--- src/rtl/mem_arb_pkg.sv ---
`default_nettype none
// ============================================================================
//  Module   : mem_arb_pkg
//  Purpose  : Shared types and helpers for the memory read-port arbiter.
//  Revision : 1.0  initial release
// ============================================================================
package mem_arb_pkg;

   // Arbiter sequencing: accept a request, wait out the read latency, respond.
   typedef enum logic [1:0] {
      ARB_IDLE = 2'd0,
      ARB_WAIT = 2'd1,
      ARB_RESP = 2'd2
   } arb_state_t;

   // Which requester owns the current (or most recent) access.
   typedef enum logic {
      OWN_FETCH = 1'b0,
      OWN_DATA  = 1'b1
   } arb_owner_t;

   // Data width in bits for a burst of 2**extra bytes.
   function automatic int mem_arb_dw(input int extra);
      return (2 ** extra) * 8;
   endfunction

endpackage
`default_nettype wire

--- src/rtl/rr_pick2.sv ---
`default_nettype none
// ============================================================================
//  Module   : rr_pick2
//  Purpose  : Two-way round-robin pick. Bit 0 = fetch, bit 1 = data.
//             On contention the requester that did not own last wins.
//  Revision : 1.0  initial release
// ============================================================================
module rr_pick2
   import mem_arb_pkg::*;
(
   input  logic [1:0]  req,
   input  arb_owner_t  last_owner,
   output logic [1:0]  gnt
);

   // One-hot pick; contention is resolved away from the previous owner.
   always_comb begin
      gnt = 2'b00;
      case (req)
         2'b01:   gnt = 2'b01;
         2'b10:   gnt = 2'b10;
         2'b11:   gnt = (last_owner == OWN_DATA) ? 2'b01 : 2'b10;
         default: gnt = 2'b00;
      endcase
   end

endmodule
`default_nettype wire

--- src/rtl/mem_port_arbiter.sv ---
`default_nettype none
// ============================================================================
//  Module   : mem_port_arbiter
//  Purpose  : Shares one memory read port between instruction fetch and data
//             load. Round-robin, one access in flight; fixed read latency;
//             results returned with a one-cycle valid pulse to the winner.
//  Revision : 1.0  initial release
// ============================================================================
module mem_port_arbiter
   import mem_arb_pkg::*;
#(
   parameter int AW      = 4,
   parameter int EXTRA   = 4,
   parameter int LATENCY = 1,
   localparam int DW     = mem_arb_dw(EXTRA)
)(
   input  logic             clk,
   input  logic             reset,

   input  logic             f_req,
   input  logic [AW:0]      f_addr,
   input  logic [EXTRA-1:0] f_extra,
   input  logic [AW:0]      f_lower,
   input  logic [AW:0]      f_upper,
   output logic             f_gnt,
   output logic             f_valid,
   output logic [DW-1:0]    f_data,
   output logic             f_error,

   input  logic             d_req,
   input  logic [AW:0]      d_addr,
   input  logic [EXTRA-1:0] d_extra,
   input  logic [AW:0]      d_lower,
   input  logic [AW:0]      d_upper,
   output logic             d_gnt,
   output logic             d_valid,
   output logic [DW-1:0]    d_data,
   output logic             d_error,

   output logic [AW:0]      mem_addr,
   output logic [EXTRA-1:0] mem_extra,
   output logic [AW:0]      mem_lower_bound,
   output logic [AW:0]      mem_upper_bound,
   input  logic [DW-1:0]    mem_data,
   input  logic             mem_error,

   output logic             busy
);

   localparam int CW = (LATENCY < 1) ? 1 : $clog2(LATENCY + 1);

   arb_state_t r_state;
   arb_state_t w_next_state;
   arb_owner_t r_owner;
   arb_owner_t r_last_owner;
   logic [CW-1:0] r_cnt;
   logic [1:0]    w_pick;
   logic          w_grant;

   rr_pick2 u_pick (
      .req        ({d_req, f_req}),
      .last_owner (r_last_owner),
      .gnt        (w_pick)
   );

   assign w_grant = f_gnt | d_gnt;
   assign busy    = (r_state != ARB_IDLE);

   // State register.
   always_ff @(posedge clk or posedge reset) begin
      if (reset) r_state <= ARB_IDLE;
      else       r_state <= w_next_state;
   end

   // Next state plus grant/valid pulses; grants are masked while reset is held.
   always_comb begin
      w_next_state = r_state;
      f_gnt        = 1'b0;
      d_gnt        = 1'b0;
      f_valid      = 1'b0;
      d_valid      = 1'b0;
      case (r_state)
         ARB_IDLE: begin
            if (!reset && (w_pick != 2'b00)) begin
               f_gnt        = w_pick[0];
               d_gnt        = w_pick[1];
               w_next_state = ARB_WAIT;
            end
         end
         ARB_WAIT: begin
            if (r_cnt == '0) w_next_state = ARB_RESP;
         end
         ARB_RESP: begin
            f_valid      = (r_owner == OWN_FETCH);
            d_valid      = (r_owner == OWN_DATA);
            w_next_state = ARB_IDLE;
         end
         default: w_next_state = ARB_IDLE;
      endcase
   end

   // Request latch onto the memory port, latency counter and ownership.
   always_ff @(posedge clk or posedge reset) begin
      if (reset) begin
         mem_addr        <= '0;
         mem_extra       <= '0;
         mem_lower_bound <= '0;
         mem_upper_bound <= '1;
         r_owner         <= OWN_FETCH;
         r_last_owner    <= OWN_DATA;
         r_cnt           <= '0;
      end else begin
         if (w_grant) begin
            r_cnt <= CW'(LATENCY);
            if (f_gnt) begin
               r_owner         <= OWN_FETCH;
               mem_addr        <= f_addr;
               mem_extra       <= f_extra;
               mem_lower_bound <= f_lower;
               mem_upper_bound <= f_upper;
            end else begin
               r_owner         <= OWN_DATA;
               mem_addr        <= d_addr;
               mem_extra       <= d_extra;
               mem_lower_bound <= d_lower;
               mem_upper_bound <= d_upper;
            end
         end else if (r_state == ARB_WAIT && r_cnt != '0) begin
            r_cnt <= r_cnt - CW'(1);
         end
         if (r_state == ARB_RESP) r_last_owner <= r_owner;
      end
   end

   // Capture the memory response into the owner's result registers only.
   always_ff @(posedge clk or posedge reset) begin
      if (reset) begin
         f_data  <= '0;
         f_error <= 1'b0;
         d_data  <= '0;
         d_error <= 1'b0;
      end else if (r_state == ARB_WAIT && r_cnt == '0) begin
         if (r_owner == OWN_FETCH) begin
            f_data  <= mem_data;
            f_error <= mem_error;
         end else begin
            d_data  <= mem_data;
            d_error <= mem_error;
         end
      end
   end

endmodule
`default_nettype wire

--- config.mk ---
export PLATFORM = sky130hd
export DESIGN_NAME = mem_port_arbiter
export DESIGN_NICKNAME = d
export VERILOG_FILES = /design/src/rtl/mem_arb_pkg.sv /design/src/rtl/rr_pick2.sv /design/src/rtl/mem_port_arbiter.sv
export SDC_FILE = /design/constraint.sdc
export NUM_CORES = 1
export LEC_CHECK = 0
export ABC_CLOCK_PERIOD_IN_PS = 23700
export BUFFER_PORTS_ARGS = -buffer_cell sky130_fd_sc_hd__buf_2
export CORE_AREA = 2 2 174 176
export CTS_BUF_LIST = sky130_fd_sc_hd__clkbuf_4
export CTS_CLUSTER_DIAMETER = 30
export DETAILED_ROUTE_END_ITERATION = 8
export DIE_AREA = 0 0 176 178
export PLACE_DENSITY = 0.63
export SLEW_MARGIN = 20
export SYNTH_ARGS = -nofsm -noshare
export SYNTH_HDL_FRONTEND = slang
export SYNTH_HIERARCHICAL = 1
export SYNTH_SLANG_ARGS = --single-unit
--- constraint.sdc ---
create_clock -name clk -period 23.7 [get_ports clk]
set_clock_uncertainty 0.1 [all_clocks]
set_input_delay 2.37 -clock clk [delete_from_list [all_inputs] [get_ports clk]]
set_output_delay 2.37 -clock clk [all_outputs]
set_load 0.05 [all_outputs]
# --- After elaboration in Yosys (flattened, before gate mapping) ---
# Cells that the tools add are included.
word_totals:
  word_cells: 52
  ff_bits: 282
  input_bits: 171
  out_inout_bits: 282
op_classes:
  n_eq_ne: 7
  n_bitwise: 3
  mux: 18
  n_reduce_logical: 11
  addsub: 1
op_table:
  columns: ["op", "n"]
  rows:
  - ["$mux W5", 3]
  - ["$mux W1", 9]
  - ["$eq A2 B2 Y1 const B", 3]
  - ["$mux W2", 3]
  - ["$pmux W2 S3", 1]
  - ["$reduce_and A2 Y1", 3]
  - ["$reduce_bool A2 Y1", 3]
  - ["$eq A2 B1 Y1 const B", 2]
  - ["$mux W4", 1]
  - ["$ne A2 B2 Y1 const B", 2]
  - ["$pmux W2 S2", 1]
  - ["$logic_and A1 B1 Y1", 3]
  - ["$logic_not A2 Y1", 1]
  - ["$not A1 Y1", 2]
  - ["$logic_not A1 Y1", 1]
  - ["$or A1 B1 Y1", 1]
  - ["$sub A1 B1 Y1 const B", 1]

# --- Longest topological paths before layout ---
# Gate-level depths: netlist of run 1.
depth:
  word_depth: 8
  mapped_depth: 6
  depth_no_buf: 5

# --- Cells and area by module ---
# The synthesis of run 1 kept the hierarchy.
by_module_without_submodules:
  columns: ["mod", "instances", "cells_each", "seq_area_each_um2", "area_per_inst_um2"]
  rows:
  - ["mem_port_arbiter", 1, 633, 7064.3, 10730.3]
  - ["rr_pick2", 1, 3, 0.0, 18.8]

# --- Worst setup path after synthesis of run 1 ---
# Ideal clock, no wire load.
synth_timing:
  path_kind: "in2out"
  from: "in d_req"
  to: "out d_gnt"
  path_slack_ps: 17657
  t_arrival_ps: 3573
  path_buffers: 0
  cell_stages: 2
  t_required_ps: 21230
  cell_sequence: "a21boi_0 > nor4b_2"
synth_between:
  elab_chain_cells: 6
  elab_cells_between_ends: 8
  cone_classes: "eq/ne: 3; mux: 3; reduce/logical: 2"
synth_lines:
  columns: ["item", "line_no", "source"]
  rows:
  - ["from (decl)", "mem_port_arbiter.sv:30", "input logic d_req,"]
  - ["$eq A2 B2 Y1 or $eq A2 B1 Y1 (tied branches)", "rr_pick2.sv:19", "case (req)"]
  - ["$pmux W2 S3 *", "rr_pick2.sv:19", null]
  - ["$reduce_bool A2 Y1", "mem_port_arbiter.sv:84", "if (!reset && (w_pick != 2'b00)) begin"]
  - ["$logic_and A1 B1 Y1", "mem_port_arbiter.sv:84", null]
  - ["$mux W1 *", "mem_port_arbiter.sv:84", null]
  - ["$mux W1 *", "mem_port_arbiter.sv:82", "case (r_state)"]
  - ["to (decl)", "mem_port_arbiter.sv:35", "output logic d_gnt,"]
# Every way passes the cells marked *; elsewhere a longest branch is shown, timed or not.

# --- Worst setup path in the final report of run 1 ---
layout_timing:
  from: "in f_req"
  to: "out f_gnt"
layout_between:
  elab_chain_cells: 6
  elab_cells_between_ends: 8
  cone_classes: "eq/ne: 3; mux: 3; reduce/logical: 2"
layout_lines:
  columns: ["item", "line_no", "source"]
  rows:
  - ["from (decl)", "mem_port_arbiter.sv:20", "input logic f_req,"]
  - ["$eq A2 B2 Y1 or $eq A2 B1 Y1 (tied branches)", "rr_pick2.sv:19", null]
  - ["$pmux W2 S3 *", "rr_pick2.sv:19", null]
  - ["named net w_pick[0]", "mem_port_arbiter.sv:57", "logic [1:0] w_pick;"]
  - ["$reduce_bool A2 Y1", "mem_port_arbiter.sv:84", null]
  - ["$logic_and A1 B1 Y1", "mem_port_arbiter.sv:84", null]
  - ["$mux W1 *", "mem_port_arbiter.sv:84", null]
  - ["$mux W1 *", "mem_port_arbiter.sv:82", null]
  - ["to (decl)", "mem_port_arbiter.sv:25", "output logic f_gnt,"]
# The timed path passes the listed nets; every way through them passes the cells marked *.

==> key figures, run 1 <==
Run status
  • Status: finished, final reports clean

STA
  • Final worst path period share: about a quarter
  • Slew @ Worst Pin: between 900 and 1000 ps
  • Max-slew headroom: 35.35%
  • Fin Setup TNS: 0 ps
  • RSZ-0062 raised after global routing: no
  • Fin. max-slew vios: 0
  • Fmax: 167.0 MHz
  • Final Hold Fails: 0
  • Final setup viols: 0
  • Tmin final: around 6000 ps

Critical path
  • Critical path class: in2out
  • CP Max Fanout: 21
  • Crit path capture type: primary output
  • WP data required: 21230 ps
  • CP Launch Type: input pin
  • Arrival @ worst endpoint: 3520 ps

Clock tree
  • Post-CTS Hold Buffers: 0
  • CTS tree: built
  • CTS sink count: 282
  • Clock latency on the worst-skew pair: between 600 and 700 ps
  • Clock Pin Slew Worst Setup and Hold Paths: 50 ps
  • Resized Gates After CTS: 0
  • Htree depth: 3
  • Postcts setup bufs: 0
  • Root Driver: clkbuf_4
  • CTS max path bufs: 3
  • CTS buffer count: 78

GRT
  • Total track usage: ~17%
  • Initial antenna violation count: 3
  • Pin count of the biggest net entering global routing: approximately 140
  • First-pass GRT wire length: ~42000 um
  • Grt ovf: 0
  • Vias in the first global route: 7641

Routing
  • 1st-iter DRT viols: approximately 210
  • Pre-Repair DR Iteration Count: 4
  • Drt drc: 0
  • WL per Instance: 17.17 um
  • DRT antenna net count: 0
  • Vias per cell: roughly 4.6
  • Via count: 7247
  • Final WL: between 20000 and 30000 um

Synth
  • Post-Syn Area: 10750 um2
  • Sequential cell area fraction in the yosys report: about two thirds
  • Synthesized flop and latch total: ~280
  • Average cell area after synthesis: about 17 um2
  • Syn Nets: 807
  • Cell count after synthesis: between 600 and 700
  • Post-synthesis cell type count: 20
  • Syn. warnings: 6

Floorplan
  • Initial Util: between 30% and 40%
  • Row count: 63
  • Die Width: between 150 and 200 um
  • Die area: about 31000 um2
  • Die Ht: about 180 um
  • Ports: 453
  • CORE AREA: 29400 um2

Place
  • Placed cells: around 1500
  • PortBufs: ~450
  • DP HPWL: around 20000 um
  • Dpl cell area: about 13000 um2
  • GP Congestion: 0.7397

Layout
  • Final core utilization: 48.61%
  • Final Non-Filler Cells: 1588
  • Most frequent cells in the layout: buf_2, dfrtp_1, mux2_1
  • Fill cell count: around 2700
  • Layout cells sized above 1: 54.81%
  • Commonest non-fill, non-tap cell in the layout: buf_2
  • Finished Cell Area: between 10000 and 15000 um2
  • Area Overhead vs Synth: 32.98%
  • # nets final: about 1300

Worst hold path
  • Hold crit path type: reg2reg

Run
  • Max_cap viols: 0
[cell type report]
class                           instances  area (um2)  area share [%]
Sequential cell                       282        7064           49.42
Multi-Input combinational cell        316        3407           23.84
Timing Repair Buffer                  460        2322           16.25
Clock buffer                          117       878.3           6.145
Tap cell                              390       488.0           3.414
Clock inverter                         16       103.9          0.7265
Inverter                                4       22.52          0.1576
Antenna cell                            3       7.507         0.05252
[cell families (layout without fill, tap and decap cells)]
group                  after synthesis  in the layout  synth area share [%]
buffers and inverters               38            597                 2.782
AND/OR/NAND/NOR                     34             34                 2.130
multiplexers                       258            258                 27.03
flip-flops                         282            282                 65.72
other                                0              3                     0
AO/OA/AOI/OAI                       24             24                 2.340
[through the flow]
stage               hold WS [ps]  setup WS [ps]
floorplan                  398.4          13460
global placement           361.8          17730
detailed placement         369.2          17740
CTS                        382.7          17710
global route               392.3          17600
finish                     375.9          17710
[cell usage after synthesis, drive strengths merged]
library cell | number | area, um2
o221a | 19 | 214.0
a21o | 2 | 15.01
nor3 | 3 | 30.03
mux2 | 258 | 2905
nand2b | 22 | 140.1
buf | 32 | 276.5
o21bai | 1 | 7.510
inv | 4 | 15.01
or2 | 1 | 6.260
dfrtp | 276 | 6907
nor4b | 2 | 30.03
a21boi | 2 | 15.02
clkbuf | 2 | 7.510
dfstp | 6 | 157.7
nor2 | 6 | 22.52
[worst max-delay path: stages]
cell	delay [ps]
buf_2	80
a21boi_1	230
nor4b_4	230
buf_4	290
buf_2	310
[per-layer routing]
metal / track usage (%) / wire length, um
met1: 18.99 / 10280
met2: 29.36 / 13710
met3: 6.671 / 2695
met4: 7.335 / 591
met5: 0 / 0
[worst paths after layout]
| kind | start | to | slack (ps) | cells past startpoint |
|---|---|---|---|---|
| setup / recovery | f_req | f_gnt | 17710 | 5 |
| hold / removal | f_data[26]$_DFFE_PP0P_ | f_data[26]$_DFFE_PP0P_ | 380 | 1 |
| setup reg to reg | r_state[1]$_DFFE_PP0P_ | f_data[29]$_DFFE_PP0P_ | 21090 | 4 |
| hold reg to reg | f_data[26]$_DFFE_PP0P_ | f_data[26]$_DFFE_PP0P_ | 380 | 1 |
| max in group asynchronous | reset | f_data[29]$_DFFE_PP0P_ | 19260 | 4 |
| min in group asynchronous | reset | d_data[70]$_DFFE_PP0P_ | 1840 | 2 |
[state kept, by name, indices dropped and copies added, names as in the netlist]
name	cells
r_last_owner	1
d_data	128
r_state	2
f_error	1
mem_upper_bound	5
mem_addr	5
r_cnt	1
r_owner	1
mem_extra	4
mem_lower_bound	5
d_error	1
f_data	128
Power of run 1 is left out: the tool's default activity adds up to more than one toggle a clock period on the data nets, which glitch-free logic cannot reach.
==> inputs of run 2 (changes only) <==
ABC_CLOCK_PERIOD_IN_PS = 5270   (was 23700)
CORE_AREA = 2 2 177 179   (was 2 2 174 176)
DIE_AREA = 0 0 179 181   (was 0 0 176 178)
clock period = 5.27 ns   (was 23.7 ns; I/O delays follow)
==> run 2 against run 1 <==
  * Routed wire length up 5.5%
  * Final area up 11%
  * First-iteration DRC count up 5.7%
  * Via count up 9.0%
  * Critical path type is now reg2out
  * Count of clock-buffer cells in the layout down 2
  * Worst setup slack worse by 16000 ps
  * Global-route usage up 0.44 points
==> key figures, run 2 (synthesis gave the netlist of run 1 again) <==
STA
  • RSZ-0062 raised after global routing: no
  • Slew @ Worst Pin: 1032 ps (+61.79 ps)
  • Min Hold Slack: 81.00 ps (-294.9 ps)
  • Fin Setup TNS: 0 ps (unchanged)
  • Final Hold Fails: 0 (unchanged)
  • Fin. max-slew vios: 0 (unchanged)
  • Max-slew headroom: 30.94% (-4.4 points)
  • Tmin final: about 3400 ps
  • Fmax: 295.8 MHz
  • Final worst path period share: between 60% and 70%
  • Final setup viols: 0 (unchanged)

Floorplan
  • Die Width: 179 um (+1.7%)
  • Die Ht: 181 um (+1.7%)
  • Ports: 453 (unchanged)
  • Initial Util: 35.42% (-1.1 points)
  • Die area: 32400 um2 (+3.4%)
  • CORE AREA: 30350 um2 (+3.2%)
  • Row count: 64 (+1.6%)

GRT
  • Total track usage: 17.56% (+0.44 points)
  • First-pass GRT wire length: 44680 um (+6.8%)
  • Vias in the first global route: 8684 (+14%)
  • Grt ovf: 0 (unchanged)
  • Initial antenna violation count: 1 (-2)
  • Pin count of the biggest net entering global routing: 168 (+23%)

Layout
  • Largest regs: d_data x128, f_data x128
  • Final Non-Filler Cells: 1741 (+9.6%)
  • Commonest non-fill, non-tap cell in the layout: buf_2
  • Fill cell count: 2629 (-3.5%)
  • Register area: 7064 um2 (unchanged)
  • Most frequent cells in the layout: buf_2, dfrtp_1, mux2_1
  • Area Overhead vs Synth: 47.03%
  • Final core utilization: 52.07% (+3.5 points)
  • Layout cells sized above 1: 49.11% (-5.7 points)
  • Multi-input logic area: 3407 um2 (unchanged)
  • # nets final: 1459 (+11%)

Critical path
  • Worst-path cell chain: inv_1, a21boi_1, nor4b_4, buf_2
  • Worst Setup SP: r_last_owner$_DFFE_PP1N_
  • Slowest stage cell, crit path: nor4b_4
  • Critical path class: reg2out
  • Buf/Inv on CP: 2 (-1)
  • RR Startpoint: r_state[1]$_DFFE_PP0P_
  • CP Max Fanout: 21 (unchanged)
  • Delay-heaviest family, CP: simple AND/OR/NAND/NOR gates
  • Crit path capture type: primary output
  • Arrival @ worst endpoint: 2750 ps (-770 ps)
  • WP data required: 4640 ps (-16590 ps)
  • CP peak stage delay: 880 ps (+570 ps)
  • CP Launch Type: register

Clock tree
  • Root Driver: clkbuf_4
  • Resized Gates After CTS: 0 (unchanged)
  • Htree depth: 3 (unchanged)
  • CTS max path bufs: 3 (unchanged)
  • Clock latency on the worst-skew pair: 650 ps (about the same)
  • Post-CTS Hold Buffers: 141 (+141)
  • Postcts setup bufs: 0 (unchanged)
  • Clock Pin Slew Worst Setup and Hold Paths: 60 ps (about the same)
  • CTS tree: built
  • CTS buffer count: 80 (+2.6%)
  • CTS sink count: 282 (unchanged)

Worst hold path
  • Hold crit path type: in2reg
  • Hold_sp: mem_data[67]

Routing
  • Vias per cell: 4.535 (-0.62%)
  • DR top layer: met4
  • Final WL: 28760 um (+5.5%)
  • WL per Instance: 16.52 um (-3.8%)
  • Pre-Repair DR Iteration Count: 4 (unchanged)
  • Wl on met1: 10360 um (+0.75%)
  • DRT antenna net count: 0 (unchanged)
  • Metal2 WL: 14350 um (+4.7%)
  • Via count: 7896 (+9.0%)
  • Routed wl met3: 2743 um (+1.8%)
  • Drt drc: 0 (unchanged)
  • 1st-iter DRT viols: 224 (+5.7%)

Place
  • PortBufs: 452 (unchanged)
  • GP Congestion: 0.7994 (+8.1%)
  • Placed cells: 1459 (+0.48%)
  • DP HPWL: 19880 um (+1.2%)

Run
  • Max_cap viols: 0 (unchanged)

Run status
  • Status: finished, final reports clean
## run 2: metrics by stage
step	area [um2]	worst slack, ps
after global placement	13340	2533
after CTS	15780	1805
after detailed placement	13340	2476
after global routing	15800	1641
final	15800	1889
after floorplan	10750	912.6
## run 2: worst paths after layout
check	slack (ps)	to	cells after the start
hold reg to reg	380	d_data[11]$_DFFE_PP0P_	1
setup / recovery	1890	f_gnt	4
min in group asynchronous	580	d_data[80]$_DFFE_PP0P_	4
setup reg to reg	2700	f_data[14]$_DFFE_PP0P_	5
max in group asynchronous	3660	f_data[4]$_DFFE_PP0P_	4
hold / removal	80	d_data[67]$_DFFE_PP0P_	2
## run 2: area by class of cell
type | instances | area share [%]
repair buffers | 604 | 23.96
multi-input cells | 316 | 21.56
flip-flops and latches | 282 | 44.70
clock buffers | 115 | 5.463
diodes | 1 | 0.01583
well taps | 396 | 3.135
clock inverters | 23 | 1.053
inverters | 4 | 0.1188
## run 2: worst register-to-register path, cell delays in order, from the launching register on
cell and delay, ps:
dfrtp_1 450, nand2b_2 280, nor3_4 150, buf_4 330
buf_4 660, mux2_1 460
## run 2: per-layer routing
layer | up-vias | global-route usage (%)
met3 | 91 | 6.418
met5 | - | 0
met4 | 0 | 9.593
met1 | 3790 | 18.01
met2 | 384 | 30.72
li1 | 3631 | -
Power of run 2 is left out for the same reason.
